`config.mk`:
```
export PLATFORM = sky130hd
export DESIGN_NAME = alu_seq_ctrl
export DESIGN_NICKNAME = d
export VERILOG_FILES = /design/src/rtl/alu_seq_ctrl_pkg.sv /design/src/rtl/alu_regfile.sv /design/src/rtl/alu_seq_ctrl.sv
export SDC_FILE = /design/constraint.sdc
export NUM_CORES = 1
export LEC_CHECK = 0
export CORE_MARGIN = 1
export CORE_UTILIZATION = 27
export DETAILED_ROUTE_END_ITERATION = 12
export GPL_TIMING_DRIVEN = 0
export PLACE_DENSITY_LB_ADDON = 0.3
export SETUP_SLACK_MARGIN = 0.5
export SLEW_MARGIN = 20
export SYNTH_ARGS = -nofsm -noshare
export SYNTH_HDL_FRONTEND = slang
export SYNTH_SLANG_ARGS = --single-unit
```
`constraint.sdc`:
```
create_clock -name clk -period 37.1 [get_ports clk]
set_clock_uncertainty 0.15 [all_clocks]
set_input_delay 7.42 -clock clk [delete_from_list [all_inputs] [get_ports clk]]
set_output_delay 7.42 -clock clk [all_outputs]
set_load 0.02 [all_outputs]
```
`src/rtl/alu_seq_ctrl_pkg.sv`:
```
// Shared constants for the ALU sequencing controller: opcodes, FSM encoding,
// status bit positions and the legal-opcode decode.
package alu_seq_ctrl_pkg;

  localparam int DATA_W   = 32;
  localparam int REG_AW   = 3;
  localparam int NUM_REGS = 8;
  localparam int FLAG_W   = 5;

  localparam logic [7:0] OP_NOP = 8'h00;
  localparam logic [7:0] OP_LD  = 8'h01;
  localparam logic [7:0] OP_ADD = 8'h03;
  localparam logic [7:0] OP_SUB = 8'h04;
  localparam logic [7:0] OP_AND = 8'h05;
  localparam logic [7:0] OP_OR  = 8'h06;
  localparam logic [7:0] OP_XOR = 8'h07;
  localparam logic [7:0] OP_NOT = 8'h08;
  localparam logic [7:0] OP_SL  = 8'h09;
  localparam logic [7:0] OP_SR  = 8'h0A;

  // Status register bit positions, packed as {Z,N,C,V,H}.
  localparam int STAT_Z = 4;
  localparam int STAT_N = 3;
  localparam int STAT_C = 2;
  localparam int STAT_V = 1;
  localparam int STAT_H = 0;

  typedef enum logic [1:0] {
    ST_IDLE  = 2'd0,
    ST_ISSUE = 2'd1,
    ST_WB    = 2'd2,
    ST_ERR   = 2'd3
  } state_t;

  function automatic logic is_legal_op(input logic [7:0] op);
    return (op == OP_LD) || ((op >= OP_ADD) && (op <= OP_SR));
  endfunction

endpackage

```
`src/rtl/alu_regfile.sv`:
```
// 8x32 register file: two combinational operand reads, one debug read,
// one synchronous write, cleared asynchronously by rst.
module alu_regfile
  import alu_seq_ctrl_pkg::*;
(
  input  logic              clk,
  input  logic              rst,
  input  logic [REG_AW-1:0] rd_addr_a,
  output logic [DATA_W-1:0] rd_data_a,
  input  logic [REG_AW-1:0] rd_addr_b,
  output logic [DATA_W-1:0] rd_data_b,
  input  logic [REG_AW-1:0] dbg_addr,
  output logic [DATA_W-1:0] dbg_data,
  input  logic              wr_en,
  input  logic [REG_AW-1:0] wr_addr,
  input  logic [DATA_W-1:0] wr_data
);

  logic [DATA_W-1:0] regs [NUM_REGS];

  // NOTE: this array is reset on purpose (reset must zero every register), so
  // it becomes flops rather than RAM; unreset memories would not need the loop.
  always_ff @(posedge clk or posedge rst) begin
    if (rst) begin
      for (int i = 0; i < NUM_REGS; i++) regs[i] <= '0;
    end else if (wr_en) begin
      regs[wr_addr] <= wr_data;
    end
  end

  // Reads see the pre-write value during the write cycle; no bypass.
  assign rd_data_a = regs[rd_addr_a];
  assign rd_data_b = regs[rd_addr_b];
  assign dbg_data  = regs[dbg_addr];

endmodule

```
`src/rtl/alu_seq_ctrl.sv`:
```
// Sequences one instruction at a time through an external ALU:
// IDLE -> ISSUE -> WB (or IDLE -> ERR for illegal opcodes), then back to IDLE.
module alu_seq_ctrl
  import alu_seq_ctrl_pkg::*;
(
  input  logic              clk,
  input  logic              rst,
  input  logic              instr_valid,
  output logic              instr_ready,
  input  logic [7:0]        instr_op,
  input  logic [REG_AW-1:0] instr_rd,
  input  logic [REG_AW-1:0] instr_ra,
  input  logic [REG_AW-1:0] instr_rb,
  input  logic              instr_imm_en,
  input  logic [DATA_W-1:0] instr_imm,
  output logic [DATA_W-1:0] alu_a,
  output logic [DATA_W-1:0] alu_b,
  output logic [7:0]        alu_op,
  input  logic [DATA_W-1:0] alu_out,
  input  logic              alu_z,
  input  logic              alu_n,
  input  logic              alu_c,
  input  logic              alu_v,
  input  logic              alu_h,
  output logic [FLAG_W-1:0] status,
  output logic              done,
  output logic              err,
  input  logic [REG_AW-1:0] dbg_addr,
  output logic [DATA_W-1:0] dbg_data
);

  state_t              state, next_state;
  logic                accept;
  logic [7:0]          op_q;
  logic [REG_AW-1:0]   rd_q;
  logic [DATA_W-1:0]   res_q;
  logic [FLAG_W-1:0]   flags_q;
  logic [DATA_W-1:0]   ra_data, rb_data;
  logic                wr_en;

  assign accept = instr_valid && (state == ST_IDLE);
  assign wr_en  = (state == ST_WB);

  alu_regfile u_regfile (
    .clk       (clk),
    .rst       (rst),
    .rd_addr_a (instr_ra),
    .rd_data_a (ra_data),
    .rd_addr_b (instr_rb),
    .rd_data_b (rb_data),
    .dbg_addr  (dbg_addr),
    .dbg_data  (dbg_data),
    .wr_en     (wr_en),
    .wr_addr   (rd_q),
    .wr_data   (res_q)
  );

  // NOTE: sequential state uses non-blocking assignments so every flop samples
  // the pre-edge values, independent of process ordering.
  always_ff @(posedge clk or posedge rst) begin
    if (rst) state <= ST_IDLE;
    else     state <= next_state;
  end

  // NOTE: every output of this block gets a default first, so no path leaves
  // a variable unassigned and no latch is inferred.
  always_comb begin
    next_state  = state;
    instr_ready = 1'b0;
    done        = 1'b0;
    err         = 1'b0;
    alu_op      = OP_NOP;
    unique case (state)
      ST_IDLE: begin
        instr_ready = 1'b1;
        if (instr_valid) next_state = is_legal_op(instr_op) ? ST_ISSUE : ST_ERR;
      end
      ST_ISSUE: begin
        alu_op     = op_q;
        next_state = ST_WB;
      end
      ST_WB: begin
        done       = 1'b1;
        next_state = ST_IDLE;
      end
      ST_ERR: begin
        err        = 1'b1;
        next_state = ST_IDLE;
      end
      default: next_state = ST_IDLE;
    endcase
  end

  // Operands latch only on accept; the ALU result is captured on the edge
  // ending ISSUE, after the ALU evaluated on the intervening falling edge.
  always_ff @(posedge clk or posedge rst) begin
    if (rst) begin
      alu_a   <= '0;
      alu_b   <= '0;
      op_q    <= OP_NOP;
      rd_q    <= '0;
      res_q   <= '0;
      flags_q <= '0;
      status  <= '0;
    end else begin
      if (accept) begin
        alu_a <= ra_data;
        alu_b <= instr_imm_en ? instr_imm : rb_data;
        op_q  <= instr_op;
        rd_q  <= instr_rd;
      end
      if (state == ST_ISSUE) begin
        res_q   <= alu_out;
        flags_q <= {alu_z, alu_n, alu_c, alu_v, alu_h};
      end
      if ((state == ST_WB) && (op_q != OP_LD)) status <= flags_q;
    end
  end

endmodule

```
# After elaboration in Yosys (flattened, before gate mapping)
# Index checks and enable logic that the tools add are counted.
[totals] regBits=375 inputBits=93 output_inout_bits=112 word_cells=60
[classes] n_lt_le_gt_ge=7 n_eq_ne=6 mux=20 bitwise=4 n_reduce_logical=7
[op_table] cell="$bmux W32 S3" count=3
[op_table] cell="$bwmux W256" count=1
[op_table] cell="$mux W32" count=8
[op_table] cell="$demux W32 S3" count=1
[op_table] cell="$ge A4 B4 Y1 const B" count=4
[op_table] cell="$not A3 Y4" count=4
[op_table] cell="$eq A8 B1 Y1 const B" count=1
[op_table] cell="$ge A8 B2 Y1 const B" count=1
[op_table] cell="$le A8 B4 Y1 const B" count=1
[op_table] cell="$mux W8" count=1
[op_table] cell="$ne A8 B1 Y1 const B" count=1
[op_table] cell="$pmux W2 S3" count=1
[op_table] cell="$eq A2 B2 Y1 const B" count=2
[op_table] cell="$logic_and A1 B1 Y1" count=4
[op_table] cell="$lt A4 B1 Y1 const B" count=1
[op_table] cell="$mux W2" count=2
[op_table] cell="$mux W1" count=3
[op_table] cell="$eq A2 B1 Y1 const B" count=1
[op_table] cell="$logic_not A2 Y1" count=1
[op_table] cell="$ne A2 B2 Y1 const B" count=1
[op_table] cell="$reduce_or A2 Y1" count=1
[op_table] cell="$logic_or A1 B1 Y1" count=1

# Longest topological paths before layout
# Gate-level depths: netlist of the first run.
[depth] word_depth=6 mapped_depth=8 depth_no_buf=4

# By module
# Synthesis of the first run repeated with hierarchy kept, for this count alone.
[unflattened] hier_cells=1239 hier_area_um2=20945.1
[by_module_without_submodules] mod="alu_regfile" n_inst=1 cells_each=894 area_each_um2=16087.9 seq_area_each_um2=6406.1
[by_module_without_submodules] mod="alu_seq_ctrl" n_inst=1 cells_each=345 area_each_um2=4857.2 seq_area_each_um2=2977.9

# Worst setup path before layout of the first run
# No wires, ideal clock.
[synth_path] path_type="input -> output" start="in dbg_addr[1]" end="out dbg_data[10]" t_arrival_ns=8.792 required_time_ns=29.530 slack_ns=20.738 path_stages=4 path_buffers=2 cell_sequence="buf_2 buf_2 mux4_2 mux2_2"
[synth_via] elab_chain_len=4
[synth_rtl] item="start: declaration" line_no="alu_seq_ctrl.sv:28" source="input logic [REG_AW-1:0] dbg_addr,"
[synth_rtl] item="$not A3 Y4 (implied by the code)" line_no="alu_regfile.sv:34" source="assign dbg_data = regs[dbg_addr];"
[synth_rtl] item="$bmux W32 S3" line_no="alu_regfile.sv:34"
[synth_rtl] item="$mux W32 (implied by the code) (2 in a row)" line_no="alu_regfile.sv:34"
[synth_rtl] item="end: declaration" line_no="alu_seq_ctrl.sv:29" source="output logic [DATA_W-1:0] dbg_data"
# No other way between the ends. The select of a mux whose other input is x is not followed.

# Final worst setup path of the first run
[layout_path] start="in dbg_addr[0]" end="out dbg_data[4]"
# The elaborated chain is that of the path after synthesis.

==> results of run 1 <==
[critical path, cell delays in order]
cell,delay (ps)
buf_2,380
buf_2,420
buf_2,490
mux4_2,390
mux2_2,330
clkdlybuf4s50_1,550
[through the flow]
step	total power [mW]	instance area (um2)	hold WS, ps	util
after floorplan	1.22	20300	301	-
after global placement	1.50	23500	328	0.316
after detailed placement	1.52	23600	334	0.317
after CTS	2.00	25200	347	0.338
after global routing	2.09	25200	380	0.338
final	1.99	25200	340	0.338
[cells in the final DEF (no fill, tap or decap), types with 19 or more instances in the layout]
master	instances
nor2b_1	21
mux2_2	442
o22ai_1	63
clkbuf_16	49
a22o_1	32
clkdlybuf4s50_1	199
mux4_2	64
dfrtp_1	375
clkbuf_1	60
and2_1	27
nand2_1	70
a211oi_1	19
buf_2	68
o31ai_1	50
mux2i_1	139
[layer usage]
metal / global-route usage / up-vias
li1: - / 6345
met1: 0.267 / 7848
met2: 0.337 / 585
met3: 0.0469 / 166
met4: 0.0771 / 2
met5: 0 / -
[Yosys cell counts (all sizes together) (5+ instances only)]
cell type,instances
buf,77
o31ai,50
nand2,70
and2,27
o221a,13
a22o,32
mux2i,139
nor2,5
mux2,448
a211oi,19
nand3b,16
nor2b,21
o21ai,18
o221ai,13
dfrtp,375
nand2b,6
o22ai,63
mux4,64
clkbuf,50
[cell type report]
| type | instances | share of cell area |
|---|---|---|
| Antenna cell | 1 | 0.0000994 |
| Inverter | 3 | 0.000746 |
| Buffer | 127 | 0.0235 |
| Timing Repair Buffer | 203 | 0.0835 |
| Sequential cell | 375 | 0.373 |
| Clock inverter | 16 | 0.00666 |
| Clock buffer | 67 | 0.0546 |
| Tap cell | 969 | 0.0482 |
| Multi-Input combinational cell | 1022 | 0.410 |
[path summary, 6_finish.rpt]
kind                                       startpoint                     to  depth (start not counted)
worst max-delay path                      dbg_addr[0]            dbg_data[4]                          6
worst min-delay path            alu_a[14]$_DFFE_PP0P_  alu_a[14]$_DFFE_PP0P_                          2
worst max register to register   state[0]$_DFFE_PP0P_  alu_b[23]$_DFFE_PP0P_                          5
worst min register to register  alu_a[14]$_DFFE_PP0P_  alu_a[14]$_DFFE_PP0P_                          2
max in group asynchronous                         rst  res_q[10]$_DFFE_PP0P_                          5
min in group asynchronous                         rst  res_q[24]$_DFFE_PP0P_                          3
[cells by family after synthesis]
| logic type | count (synthesis) | share of synthesized area |
|---|---|---|
| mux | 651 | 0.388 |
| simple gates | 158 | 0.0421 |
| compound gates | 213 | 0.0778 |
| buf+inv | 130 | 0.0297 |
| flops | 375 | 0.462 |
[state kept, by name (all words and copies together), names as in the netlist]
name,flops
alu_b,32
res_q,32
alu_a,32
rd_q,3
status,5
u_regfile.regs,256
op_q,8
state,2
flags_q,5
[power groups by stage]
stage	logic, mW	registers [mW]	clock network (mW)
after detailed placement	0.718	0.807	0
after CTS	0.721	0.802	0.474
after global routing	0.761	0.836	0.491
after global placement	0.706	0.794	0
final	0.715	0.809	0.466
after floorplan	0.451	0.764	0
==> metrics.csv, run 1 <==
metric,value,unit
part of the power in registers,0.406,
ys flop type,dfrtp_1,
# hold bufs at CTS,0,
met1 WL,34000,um
area share of the largest cell type after synthesis,0.462,
Num CTS Buffers,47,
Die H,276,um
initial antenna violation count,1,
pwr dens,79.1,mW/mm2
clk sinks,375,
1st-pass router iterations,5,
DRT antenna net count,0,
DR iter-0 viols,1192,
area of the multi-input gates,0.0103,mm2
Synth Instances,1527,
Max VDD drop,0.0371,mV
Fmax achieved,56.9,MHz
Top Metal Used,met5,
met3 wire length,5190,um
# nets final,1872,
Avg Synthesized Cell Area,13.3,um2
CP arrival,10010,ps
Die W,276,um
CTS tree,done,
I/O pin total,205,
post-route minimum period,17580,ps
htree depth,2,
Setup WS post-layout,19520,ps
Vias per Instance,5.37,
register area share after synthesis,0.462,
pre-CTS WS,19500,ps
Synth async-reset ratio,1.00,
RSZ-0062 raised after global routing,false,
drc violations,0,
worst-skew pair later-pin latency,590,ps
hpwl dp,54300,um
vias in the first global route,15800,
setup_tns,0,ps
Sw Ratio,0.356,
Congestion Overflow GR,0,
Synth cell types,41,
Final Hold Viols,0,
crit path max fanout,10,
Synth warnings,0,
core area,0.0744,mm2
Syn Nets,1620,
status,completed,
crit share post-route,0.474,
P_int,1.28,mW
Slew @ Worst Pin,1140,ps
post-CTS sizing,0,
R2R Setup Slk,34150,ps
Slew Limit Headroom,0.240,
MaxCap Viol Count,0,
Starting Density,0.273,
"flops & latches, synth",375,
CTS root buf,clkbuf_16,
kind of critical path,input pin to primary output,
Rows,100,
power share of the clock group,0.234,
Routed met2 length,37700,um
gpl congestion,0.884,
Gate power share,0.360,
"CTS clk-pin slew, worst paths",60,ps
P_sw,707,uW
Hold WC Path Type,flip-flop to flip-flop,
number of synthesized flops with an enable pin,0,
pin count of the biggest net entering global routing,100,
Final setup viols,0,
Routed WL,79800,um
placed cells,2699,
fin cells,2783,
Crit. End Element,primary output,
synthesis-to-layout area growth,24.0,%
Slew Limit Fails,0,
CP required,29530,ps
"area leader, netlist",dfrtp_1,
die area,0.0763,mm2
largest cells by area after synthesis,"dfrtp_1, mux2_2, mux4_2",
I/O Buffers,199,
cell area after synthesis,0.0203,mm2
average wire per standard cell,28.7,um
Leak Pwr,10.5,nW
clock tree buffer depth,3,
layout cells sized above 1,0.373,
Reg area,0.00938,mm2
DR vias,14900,
first-pass GRT wire length,115000,um
element type at the critical path start,input pin,
# Post-CTS Setup Buffers,0,
total track usage,0.207,
Fill cells,7338,
Note: power is estimated with default switching activity, not from simulation.
==> inputs of run 2 (changes only) <==
Clock period 37.1 ns to 14.4 ns, I/O delays scaled along.
==> results of run 2 <==
Same layout as run 1 (identical final DEF). Status: completed.
Among the figures that moved: setup slack after placement 19500 ps -> 5880 ps; setup slack after layout 19520 ps -> 5900 ps; register-to-register setup slack 34150 ps -> 11450 ps; total power 1.99 mW -> 5.13 mW; worst IR drop on VDD 0.0371 mV -> 0.0955 mV
==> inputs of run 3 (changes only) <==
Clock period 14.4 ns to 7.27 ns, I/O delays scaled along.
==> run 3 against run 2 <==
Net effect:
- hold slack worse by 3.7 ps
- count of clock-buffer cells in the layout up 1
- sequential share of layout area down 0.18 points
- final area up 0.47%
- power up 97%
- critical path depth unchanged
- clock power up 94%
- combinational power up 99%
- die area unchanged
- non-clock buffer count up 9
- highest routed layer unchanged
==> metrics.csv, run 3 (same netlist as run 1, synthesis figures left out) <==
metric,value,unit
Fin Hold WS,336,ps
initial antenna violation count,1,
post-route minimum period,5650,ps
status,completed,
DRT antenna net count,0,
CP Cell Sequence,buf_2 -> buf_2 -> buf_2 -> mux4_2 -> mux2_2 -> clkdlybuf4s50_1,
Congestion Overflow GR,0,
Routed WL,80000,um
element type at the critical path start,input pin,
pre-CTS WS,1620,ps
htree depth,2,
Die H,276,um
CTS tree,done,
clock tree buffer depth,3,
Leak Pwr,10.5,nW
power share of the clock group,0.230,
Die W,276,um
P_int,6.50,mW
Sw Ratio,0.358,
Slew Limit Fails,0,
gpl congestion,0.894,
Slew Limit Headroom,0.220,
Fmax achieved,177,MHz
# nets final,1880,
clk sinks,375,
"commonest non-fill, non-tap cell in the layout",mux2_2,
# hold bufs at CTS,0,
core area,0.0744,mm2
CP arrival,4040,ps
synthesis-to-layout area growth,24.6,%
Crit. End Element,primary output,
kind of critical path,input pin to primary output,
drc violations,0,
DR vias,14900,
total track usage,0.208,
Largest register FFs,256,
Starting Density,0.273,
1st-pass router iterations,5,
CTS root buf,clkbuf_16,
Num CTS Buffers,46,
Max VDD drop,0.173,mV
# diodes,0,
Gate power share,0.362,
P_sw,3.62,mW
setup_tns,0,ps
Tot Pwr,10.1,mW
"CTS clk-pin slew, worst paths",60,ps
# Post-CTS Setup Buffers,0,
first-pass GRT wire length,115000,um
Slowest cell on crit path,clkdlybuf4s50_1,
Worst path max stage delay,560,ps
die area,0.0763,mm2
hpwl dp,54900,um
post-CTS sizing,0,
Final Core Density,0.340,
part of the power in registers,0.408,
layout cells sized above 1,0.376,
CP required,5670,ps
average wire per standard cell,28.7,um
worst-skew pair later-pin latency,600,ps
Hold WC Path Type,flip-flop to flip-flop,
Setup WS post-layout,1620,ps
crit path max fanout,10,
pwr dens,400,mW/mm2
Vias per Instance,5.36,
DR iter-0 viols,1122,
"commonest non-fill, non-tap cells in the layout","mux2_2, dfrtp_1, clkdlybuf4s50_1",
Final setup viols,0,
pin count of the biggest net entering global routing,34,
Largest Register,u_regfile.regs,
MaxCap Viol Count,0,
CP dominant cell by count,buf_2,
Rows,100,
RSZ-0062 raised after global routing,false,
vias in the first global route,15800,
I/O pin total,205,
I/O Buffers,199,
crit share post-route,0.777,
Final Hold Viols,0,
Slew @ Worst Pin,1170,ps
[run 3: changes by cell type in the layout (fill, tap and decap cells not counted)]
cell       change
clkbuf_1       +1
diode_2        -1
buf_16         -3
clkbuf_16      -2
bufinv_16      -1
inv_6          +1
buf_12        +12
clkinv_4       -2
clkbuf_8       +2
inv_8          -1
clkinv_8       +2
[run 3: per-layer routing]
| metal | vias to the layer above | GRT usage | wire length [um] |
|---|---|---|---|
| met4 | 2 | 0.0769 | 2810 |
| met5 | - | 0 | 13 |
| li1 | 6348 | - | - |
| met2 | 596 | 0.335 | 37700 |
| met3 | 165 | 0.0447 | 5150 |
| met1 | 7837 | 0.272 | 34400 |
[run 3: layout make-up]
| class | instances | area [um2] |
|---|---|---|
| repair buffers | 212 | 2260 |
| inverters | 3 | 15.0 |
| flip-flops and latches | 375 | 9380 |
| well taps | 969 | 1210 |
| multi-input cells | 1022 | 10300 |
| clock buffers | 68 | 1360 |
| clock inverters | 15 | 154 |
| plain buffers | 127 | 592 |
| fillers | 7291 | 49200 |
[run 3: power by group through the flow]
stage | Clock, mW | Combinational [mW] | Sequential, mW
after floorplan | 0 | 2.30 | 3.90
after global placement | 0 | 3.60 | 4.06
after detailed placement | 0 | 3.67 | 4.12
after CTS | 2.37 | 3.69 | 4.09
after global routing | 2.46 | 3.90 | 4.27
final | 2.33 | 3.66 | 4.13
[run 3: through the flow]
stage | area, um2 | std cells
finish | 25300 | 2791
CTS | 25300 | 2791
global placement | 23500 | 2695
floorplan | 20300 | 1527
global route | 25300 | 2791
detailed placement | 23800 | 2708
[run 3: final timing paths]
| kind | start | end | slack (ps) | cells after the start |
|---|---|---|---|---|
| min reg2reg | alu_a[11]$_DFFE_PP0P_ | alu_a[11]$_DFFE_PP0P_ | 340 | 2 |
| max reg2reg | state[0]$_DFFE_PP0P_ | alu_b[23]$_DFFE_PP0P_ | 4330 | 5 |
| max in group asynchronous | rst | res_q[2]$_DFFE_PP0P_ | 4560 | 6 |
| min in group asynchronous | rst | alu_b[22]$_DFFE_PP0P_ | 1090 | 2 |
| max | dbg_addr[0] | dbg_data[4] | 1620 | 6 |
| min | alu_a[11]$_DFFE_PP0P_ | alu_a[11]$_DFFE_PP0P_ | 340 | 2 |
[run 3: worst max-delay path: cells and delay by family]
family | cells | cell delay, ps
multiplexers | 2 | 720
buffers and inverters | 4 | 1850
